`src/rtl/nes_oam_dma_if.sv`:
```
// Bus bundle between the CPU-side logic and the OAM DMA engine.
//
// Handshake: cpu_ce is a one-clock strobe on the last clk of every CPU bus
// cycle. cpu_addr, cpu_data_out, cpu_wen and cpu_ren are held stable for the
// whole bus cycle. The engine's outputs are combinational from its registered
// state and the CPU inputs, so they are constant within a bus cycle.
// cpu_rdy=0 asks the CPU to stall on its next read cycle. dma_state is a
// debug view of the engine FSM.
interface nes_oam_dma_if;
  logic        cpu_ce;
  logic [15:0] cpu_addr;
  logic [7:0]  cpu_data_out;
  logic        cpu_wen;
  logic        cpu_ren;
  logic [7:0]  bus_data_in;
  logic        cpu_rdy;
  logic [15:0] bus_addr;
  logic [7:0]  bus_data_out;
  logic        bus_wen;
  logic        bus_ren;
  logic        dma_active;
  logic [2:0]  dma_state;

  // CPU / system side
  modport master (
    output cpu_ce, cpu_addr, cpu_data_out, cpu_wen, cpu_ren, bus_data_in,
    input  cpu_rdy, bus_addr, bus_data_out, bus_wen, bus_ren, dma_active, dma_state
  );

  // DMA engine side
  modport slave (
    input  cpu_ce, cpu_addr, cpu_data_out, cpu_wen, cpu_ren, bus_data_in,
    output cpu_rdy, bus_addr, bus_data_out, bus_wen, bus_ren, dma_active, dma_state
  );
endinterface

```
`src/rtl/nes_oam_dma.sv`:
```
// NES sprite (OAM) DMA engine.
// A CPU write to TRIG_ADDR latches a source page, halts the CPU on its next
// read cycle and then copies XFER_LEN bytes from {page,count} to
// OAM_DATA_ADDR as alternating read/write bus cycles.
// Optional macro NES_OAM_DMA_ALIGN_EN: track get/put cycle parity and only
// start read cycles on get cycles (ALIGN may then last two cycles).
module nes_oam_dma #(
  parameter logic [15:0] TRIG_ADDR     = 16'h4014,
  parameter logic [15:0] OAM_DATA_ADDR = 16'h2004,
  parameter int          XFER_LEN      = 256
) (
  input logic          clk,
  input logic          b_rst,
  nes_oam_dma_if.slave bus
);

  typedef enum logic [2:0] {
    S_IDLE  = 3'd0,
    S_HALT  = 3'd1,
    S_ALIGN = 3'd2,
    S_RD    = 3'd3,
    S_WR    = 3'd4
  } state_t;

  // Index of the final byte; an 8-bit compare lets XFER_LEN=256 end on the
  // natural 255 -> 0 wrap of count.
  localparam logic [7:0] LAST = 8'(XFER_LEN - 1);

  state_t     state;
  state_t     state_nx;
  logic [7:0] page;
  logic [7:0] count;
  logic [7:0] data_q;
  logic       trig;

  assign trig          = bus.cpu_ce && bus.cpu_wen && (bus.cpu_addr == TRIG_ADDR);
  assign bus.dma_state = state;

`ifdef NES_OAM_DMA_ALIGN_EN
  logic parity;  // 0 = get cycle, 1 = put cycle

  // Free-running get/put parity, advancing once per CPU bus cycle
  always_ff @(posedge clk) begin
    if (!b_rst) parity <= 1'b0;
    else if (bus.cpu_ce) parity <= ~parity;
  end
`endif

  // FSM state register
  always_ff @(posedge clk) begin
    if (!b_rst) state <= S_IDLE;
    else state <= state_nx;
  end

  // Page/count/data registers, updated only at the end of a bus cycle
  always_ff @(posedge clk) begin
    if (!b_rst) begin
      page   <= 8'h00;
      count  <= 8'h00;
      data_q <= 8'h00;
    end else begin
      if (state == S_IDLE && trig) begin
        page  <= bus.cpu_data_out;
        count <= 8'h00;
      end
      if (state == S_RD && bus.cpu_ce) data_q <= bus.bus_data_in;
      if (state == S_WR && bus.cpu_ce) count <= count + 8'd1;
    end
  end

  // Next-state and bus multiplexing; the CPU owns the bus unless overridden
  always_comb begin
    state_nx         = state;
    bus.bus_addr     = bus.cpu_addr;
    bus.bus_data_out = bus.cpu_data_out;
    bus.bus_wen      = bus.cpu_wen;
    bus.bus_ren      = bus.cpu_ren;
    bus.cpu_rdy      = 1'b1;
    bus.dma_active   = 1'b0;
    case (state)
      S_IDLE: begin
        if (trig) state_nx = S_HALT;
      end
      S_HALT: begin
        // The CPU cannot be stalled on a write, so wait for its first read.
        bus.cpu_rdy = 1'b0;
        if (bus.cpu_ce && bus.cpu_ren && !bus.cpu_wen) state_nx = S_ALIGN;
      end
      S_ALIGN: begin
        bus.cpu_rdy    = 1'b0;
        bus.dma_active = 1'b1;
        bus.bus_addr   = {page, count};
        bus.bus_wen    = 1'b0;
        bus.bus_ren    = 1'b0;
`ifdef NES_OAM_DMA_ALIGN_EN
        // A put cycle now means the next cycle is a get cycle.
        if (bus.cpu_ce && parity) state_nx = S_RD;
`else
        if (bus.cpu_ce) state_nx = S_RD;
`endif
      end
      S_RD: begin
        bus.cpu_rdy    = 1'b0;
        bus.dma_active = 1'b1;
        bus.bus_addr   = {page, count};
        bus.bus_wen    = 1'b0;
        bus.bus_ren    = 1'b1;
        if (bus.cpu_ce) state_nx = S_WR;
      end
      S_WR: begin
        bus.cpu_rdy      = 1'b0;
        bus.dma_active   = 1'b1;
        bus.bus_addr     = OAM_DATA_ADDR;
        bus.bus_data_out = data_q;
        bus.bus_wen      = 1'b1;
        bus.bus_ren      = 1'b0;
        if (bus.cpu_ce) state_nx = (count == LAST) ? S_IDLE : S_RD;
      end
      default: state_nx = S_IDLE;
    endcase
  end

endmodule

```
`src/flat_wrapper.sv`:
```
// flat-port wrapper written by rule: the top's interface ports become plain ports
module nes_oam_dma_flat 
#(
  parameter logic [15:0] TRIG_ADDR     = 16'h4014,
  parameter logic [15:0] OAM_DATA_ADDR = 16'h2004,
  parameter int          XFER_LEN      = 256
)
  (clk, b_rst, bus_cpu_ce, bus_cpu_addr, bus_cpu_data_out, bus_cpu_wen, bus_cpu_ren, bus_bus_data_in, bus_cpu_rdy, bus_bus_addr, bus_bus_data_out, bus_bus_wen, bus_bus_ren, bus_dma_active, bus_dma_state);
  nes_oam_dma_if bus_i ();
  input logic clk;
  input logic b_rst;
  input wire logic [$bits(bus_i.cpu_ce)-1:0] bus_cpu_ce;
  input wire logic [$bits(bus_i.cpu_addr)-1:0] bus_cpu_addr;
  input wire logic [$bits(bus_i.cpu_data_out)-1:0] bus_cpu_data_out;
  input wire logic [$bits(bus_i.cpu_wen)-1:0] bus_cpu_wen;
  input wire logic [$bits(bus_i.cpu_ren)-1:0] bus_cpu_ren;
  input wire logic [$bits(bus_i.bus_data_in)-1:0] bus_bus_data_in;
  output wire logic [$bits(bus_i.cpu_rdy)-1:0] bus_cpu_rdy;
  output wire logic [$bits(bus_i.bus_addr)-1:0] bus_bus_addr;
  output wire logic [$bits(bus_i.bus_data_out)-1:0] bus_bus_data_out;
  output wire logic [$bits(bus_i.bus_wen)-1:0] bus_bus_wen;
  output wire logic [$bits(bus_i.bus_ren)-1:0] bus_bus_ren;
  output wire logic [$bits(bus_i.dma_active)-1:0] bus_dma_active;
  output wire logic [$bits(bus_i.dma_state)-1:0] bus_dma_state;
  assign bus_i.cpu_ce = bus_cpu_ce;
  assign bus_i.cpu_addr = bus_cpu_addr;
  assign bus_i.cpu_data_out = bus_cpu_data_out;
  assign bus_i.cpu_wen = bus_cpu_wen;
  assign bus_i.cpu_ren = bus_cpu_ren;
  assign bus_i.bus_data_in = bus_bus_data_in;
  assign bus_cpu_rdy = bus_i.cpu_rdy;
  assign bus_bus_addr = bus_i.bus_addr;
  assign bus_bus_data_out = bus_i.bus_data_out;
  assign bus_bus_wen = bus_i.bus_wen;
  assign bus_bus_ren = bus_i.bus_ren;
  assign bus_dma_active = bus_i.dma_active;
  assign bus_dma_state = bus_i.dma_state;
  nes_oam_dma #(.TRIG_ADDR(TRIG_ADDR), .OAM_DATA_ADDR(OAM_DATA_ADDR), .XFER_LEN(XFER_LEN)) u_core (.clk(clk), .b_rst(b_rst), .bus(bus_i));
endmodule
```
`config.mk`:
```
export PLATFORM = sky130hd
export DESIGN_NAME = nes_oam_dma_flat
export DESIGN_NICKNAME = d
export VERILOG_FILES = /design/src/rtl/nes_oam_dma_if.sv /design/src/rtl/nes_oam_dma.sv /design/src/flat_wrapper.sv
export SDC_FILE = /design/constraint.sdc
export NUM_CORES = 1
export LEC_CHECK = 0
export BUFFER_PORTS_ARGS = -buffer_cell sky130_fd_sc_hd__buf_2
export CORE_MARGIN = 1.5
export CORE_UTILIZATION = 30
export CTS_BUF_LIST = sky130_fd_sc_hd__clkbuf_16
export CTS_CLUSTER_DIAMETER = 30
export DETAILED_ROUTE_END_ITERATION = 8
export PLACE_DENSITY = 0.63
export SLEW_MARGIN = 20
export SYNTH_ARGS = -nofsm -noshare
export SYNTH_HDL_FRONTEND = slang
export SYNTH_SLANG_ARGS = --single-unit
```
`constraint.sdc`:
```
create_clock -name clk -period 2.8 [get_ports clk]
set_input_delay 0.28 -clock clk [delete_from_list [all_inputs] [get_ports clk]]
set_output_delay 0.28 -clock clk [all_outputs]
set_load 0.01 [all_outputs]
```
* Word-level counts from Yosys, hierarchy flattened
Index checks and enable logic that the tools add are counted.
** Operators by class
- Reductions and logical operators :: 15
- Mux-type cells :: 15
- Add/subtract/negate cells :: 1
- Equality and inequality tests :: 11
** Operators by type and width (count)
- $pmux 16 s2 :: 1
- $mux 8 :: 3
- $eq 16x15->1 const B :: 1
- $mux 3 :: 5
- $pmux 3 s5 :: 1
- $add 8x1->8 const B :: 1
- $eq 8x8->1 const B :: 1
- $logic_and 1x1->1 :: 7
- $eq 3x2->1 const B :: 2
- $ne 2x2->1 const B :: 3
- $reduce_and 5->1 :: 1
- $ne 2x1->1 const B :: 2
- $pmux 1 s2 :: 2
- $reduce_or 2->1 :: 2
- $reduce_or 4->1 :: 1
- $eq 3x1->1 const B :: 1
- $eq 3x3->1 const B :: 1
- $logic_not 3->1 :: 1
- $reduce_or 3->1 :: 1
- $mux 1 :: 2
- $mux 2 :: 1
- $reduce_bool 2->1 :: 1
- $logic_not 1->1 :: 1
** Storage, ports and cells
- Word-level logic and storage cells :: 46
- Output and inout bits :: 31
- Register bits :: 27

* Logic depth before layout (Yosys ltp)
- Depth in word-level cells :: 5
- Depth in mapped cells :: 6
- Gate-level depth less buffers :: 5

* Least setup slack after synthesis
Ideal clock, no wire load.
- Path type :: register -> output
- From :: register u_core.state[0] (netlist: u_core.bus.dma_state[0])
- To :: output port bus_bus_data_out[6]
- Setup slack :: 1.161 ns
- Arrival :: 1.359 ns
- Required time :: 2.520 ns
- Cell stages (with the launch flop) :: 6
- Path through :: dfxtp_1 buf_6 nor2_1 nand2_2 buf_6 mux2_2
** Between the ends
- Cells in the longest elaborated chain, start to end :: 2
** RTL lines
- start: declaration :: line nes_oam_dma.sv:29 : state_t state;
- start signal: assignment :: line nes_oam_dma.sv:52 : else state <= state_nx;
- $eq 3x3->1 :: line nes_oam_dma.sv:80 : case (state)
- $mux 8 :: line nes_oam_dma.sv:80
- end: declaration :: line flat_wrapper.sv:20 : output wire logic [$bits(bus_i.bus_data_out)-1:0] bus_bus_data_out;
No other way between the ends.

* Worst setup path after layout
- From :: register u_core.state[0] (netlist: u_core.bus.dma_state[0])
- To :: output port bus_bus_data_out[2]
The elaborated chain is that of the path after synthesis.

==> insert_results.sql <==
INSERT INTO impl_metrics (metric_group, metric, value, unit) VALUES
('outcome', 'status', 'completed', ''),
('logic_synthesis', 'yosys_register_bits', '27', ''),
('pwr', 'power_density_over_cell_area', '390', 'mW/mm^2'),
('finish', 'drive_gt1_share', '30.5', '%'),
('finish', 'fin_nets', '321', ''),
('die', 'die_height', '77.8', 'um'),
('placement', 'detailed_place_hpwl', '3460', 'um'),
('pwr', 'power_switching', '0.196', 'mW'),
('critical_path', 'cp_data_arrival_time', '1940', 'ps'),
('placement', 'placed_cells', '350', ''),
('timing', 'total_negative_setup_slack', '0', 'ps'),
('cts', 'path_clk_slew', '70', 'ps'),
('critical_path', 'critical_path.reg2reg.startpoint', 'u_core.bus.dma_state[1]', ''),
('drt', 'postRouteAntennaNets', '0', ''),
('cts', 'cts_sinks', '27', ''),
('logic_synthesis', 'synth_cell_type_count', '42', ''),
('cts', 'root_buffer', 'clkbuf_16', ''),
('die', 'core_area', '0.00544', 'mm^2'),
('logic_synthesis', 'postSynth.asyncResetShare', '0', '%'),
('pwr', 'internal-power', '0.624', 'mW'),
('die', 'floorplan.die_area', '0.00606', 'mm^2'),
('global_routing', 'grt_first_pass_wirelength', '7650', 'um'),
('drt', 'initialDrtViolationCount', '58', ''),
('timing', 'fmax', '451', 'MHz'),
('critical_path', 'rrSetupSlack', '850', 'ps'),
('die', 'starting_density_of_the_core', '30.9', '%'),
('cts', 'cts-resized-gates', '0', ''),
('drt', 'vias', '1762', ''),
('cts', 'cts_tree', 'built', ''),
('timing', 'slew_viol_final', '0', ''),
('pwr', 'pwr-share-seq', '46.8', '%'),
('critical_path', 'timing.reg2reg.worst_path_depth', '4', ''),
('timing', 'clock-skew-final', '2.84', 'ps'),
('critical_path', 'critical_path.endpoint_type', 'output port', ''),
('finish', 'syn2layout_area_growth', '25.1', '%'),
('die', 'chipWidth', '77.8', 'um'),
('job', 'drv_cap', '0', ''),
('cts', 'worst_skew_pair.late_latency', '260', 'ps'),
('pwr', 'power_frac_clock', '40.9', '%'),
('logic_synthesis', 'synth_edf_count', '0', ''),
('finish', 'fillers', '577', ''),
('global_routing', 'use_met2', '28.5', '%'),
('pwr', 'combPwrFrac', '12.3', '%'),
('placement', 'portBuffers', '67', ''),
('global_routing', 'globalRouteOverflowTotal', '0', ''),
('drt', 'detail_route.wl_per_cell', '13.1', 'um'),
('hold_path', 'hp-start', 'bus_bus_data_in[4]', ''),
('critical_path', 'worst_ep_required_time', '2520', 'ps'),
('logic_synthesis', 'mappedNetlistNets', '263', ''),
('logic_synthesis', 'predominant_post_synthesis_flop_cell', 'dfxtp_1', ''),
('logic_synthesis', 'syn_area', '0.00168', 'mm^2'),
('placement', 'place.gp.congestion', '0.767', ''),
('global_routing', 'maximum_number_of_pins_on_one_net_before_global_route_repair', '28', ''),
('die', 'core.rowCount', '27', ''),
('logic_synthesis', 'synthesis.yosys.warnings', '0', ''),
('global_routing', 'grt_util_met1', '18.3', '%'),
('global_routing', 'globalRouteTotalUtil', '15.8', '%'),
('critical_path', 'worstSetupEndpoint', 'bus_bus_data_out[2]', ''),
('cts', 'clk_path_buf_depth', '2', ''),
('critical_path', 'worstPathMaxFanout', '27', ''),
('cts', 'cts-hold-fix-buffers', '0', ''),
('finish', 'antennaDiodeCount', '0', ''),
('cts', 'cts_max_level', '1', ''),
('critical_path', 'setup.worst_path.start_class', 'register', ''),
('global_routing', 'globalRouteMet3Util', '3.06', '%'),
('critical_path', 'critPathKind', 'reg -> out', ''),
('pwr', 'p_sw_share', '23.9', '%'),
('finish', 'final_util', '38.6', '%'),
('timing', 'worst_slew_pin_slew', '750', 'ps'),
('cts', 'post-cts-setup-buffer-count', '0', ''),
('timing', 'share_of_the_clock_period_used_by_the_worst_path', '79.2', '%');
-- worst max-delay path, cell delays in order (launching register included) --
cell and delay, ps:
dfxtp_1 400, nor2_1 320, nand2_2 400, mux2_2 400, buf_2 140
-- power groups by stage --
stage | Sequential [mW] | Combinational (mW) | Clock (mW)
2_1_floorplan | 0.393 | 0.0453 | 0
3_3_place_gp | 0.393 | 0.101 | 0
3_5_place_dp | 0.393 | 0.101 | 0
4_1_cts | 0.384 | 0.102 | 0.342
5_1_grt | 0.383 | 0.111 | 0.359
6_report | 0.384 | 0.101 | 0.335
-- layout make-up --
type	instances	area [um^2]	share of cell area (%)
repair buffers	68	343	16.3
flip-flops and latches	27	541	25.7
clock inverters	1	5.00	0.238
well taps	72	90.1	4.29
multi-input cells	179	1030	49.1
clock buffers	3	75.1	3.57
inverters	4	15.0	0.715
-- metal layers --
metal  share of wire, %  wire, um  vias to the layer above
li1                   -         -                      898
met1                 46      2150                      818
met2                 49      2290                       44
met3                3.7       173                        2
met4               0.75        35                        0
met5                  0         0                        -
-- how the worst min path moves through the flow --
stage / cells past startpoint / end
after floorplan: 2 / u_core.data_q[0]
after global placement: 2 / u_core.data_q[7]
after detailed placement: 2 / u_core.data_q[0]
after CTS: 3 / u_core.data_q[0]
after global routing: 3 / u_core.data_q[4]
final: 3 / u_core.data_q[4]
-- metrics by stage --
step / setup WS, ps / power [mW] / hold WS [ps]
after floorplan: 1160 / 0.438 / 416
after global placement: 852 / 0.494 / 441
after detailed placement: 849 / 0.494 / 447
after CTS: 563 / 0.827 / 249
after global routing: 444 / 0.853 / 250
final: 584 / 0.820 / 246
-- cells in the mapped netlist, types with 2 or more instances --
library cell | instances | share of area (%)
and3b_1 | 2 | 1.0
and2_1 | 2 | 0.75
nor4_1 | 2 | 0.75
o21ai_0 | 6 | 1.8
nand4_1 | 2 | 0.75
xor2_1 | 2 | 1.0
o211ai_1 | 5 | 2.2
a31oi_1 | 3 | 1.1
mux2_2 | 8 | 5.4
nand3_1 | 22 | 6.6
nor2b_1 | 2 | 0.75
and4bb_2 | 2 | 1.5
inv_1 | 4 | 0.89
buf_2 | 4 | 1.2
nor3_1 | 3 | 0.89
dfxtp_1 | 27 | 32
nor2_1 | 5 | 1.1
nand2_1 | 72 | 16
mux2i_1 | 8 | 4.8
clkbuf_1 | 6 | 1.3
o31ai_1 | 2 | 0.89
a21oi_1 | 11 | 3.3
nor4b_1 | 2 | 1.0
buf_6 | 4 | 2.7
or4_1 | 2 | 0.89
-- registers in the layout, summed over array words and instances, names as in the netlist --
register and count:
u_core.count 8, u_core.data_q 8, u_core.page 8, u_core.bus.dma_state 3
-- cells by family (layout without fill, tap and decap cells) --
family / count (synthesis) / in the layout / share of synthesized area [%]
and+or+nand+nor: 128 / 128 / 37.8
AOI/OAI and AO/OA: 31 / 31 / 11.3
DFF: 27 / 27 / 32.2
buffers and inverters: 19 / 76 / 6.33
muxes: 16 / 16 / 10.1
xor gates and xnor gates: 3 / 3 / 1.57
adders and majority gates: 1 / 1 / 0.745
-- cells in the final DEF (no fill, tap or decap), drive strengths merged, types with 2 or more instances in the layout --
master  Yosys  routed
nand2      73      73
buf         9      68
dfxtp      27      27
nand3      22      22
a21oi      11      11
mux2        8       8
mux2i       8       8
o21ai       6       6
nor2        6       6
o211ai      5       5
inv         4       4
a31oi       3       3
nor3        3       3
clkbuf      6       3
nor4b       3       3
nand4       3       3
nor2b       2       2
or4         2       2
and4bb      2       2
nor4        2       2
xor2        2       2
o31ai       2       2
and2        2       2
and3b       2       2
Note: power is estimated with default switching activity, not from simulation.
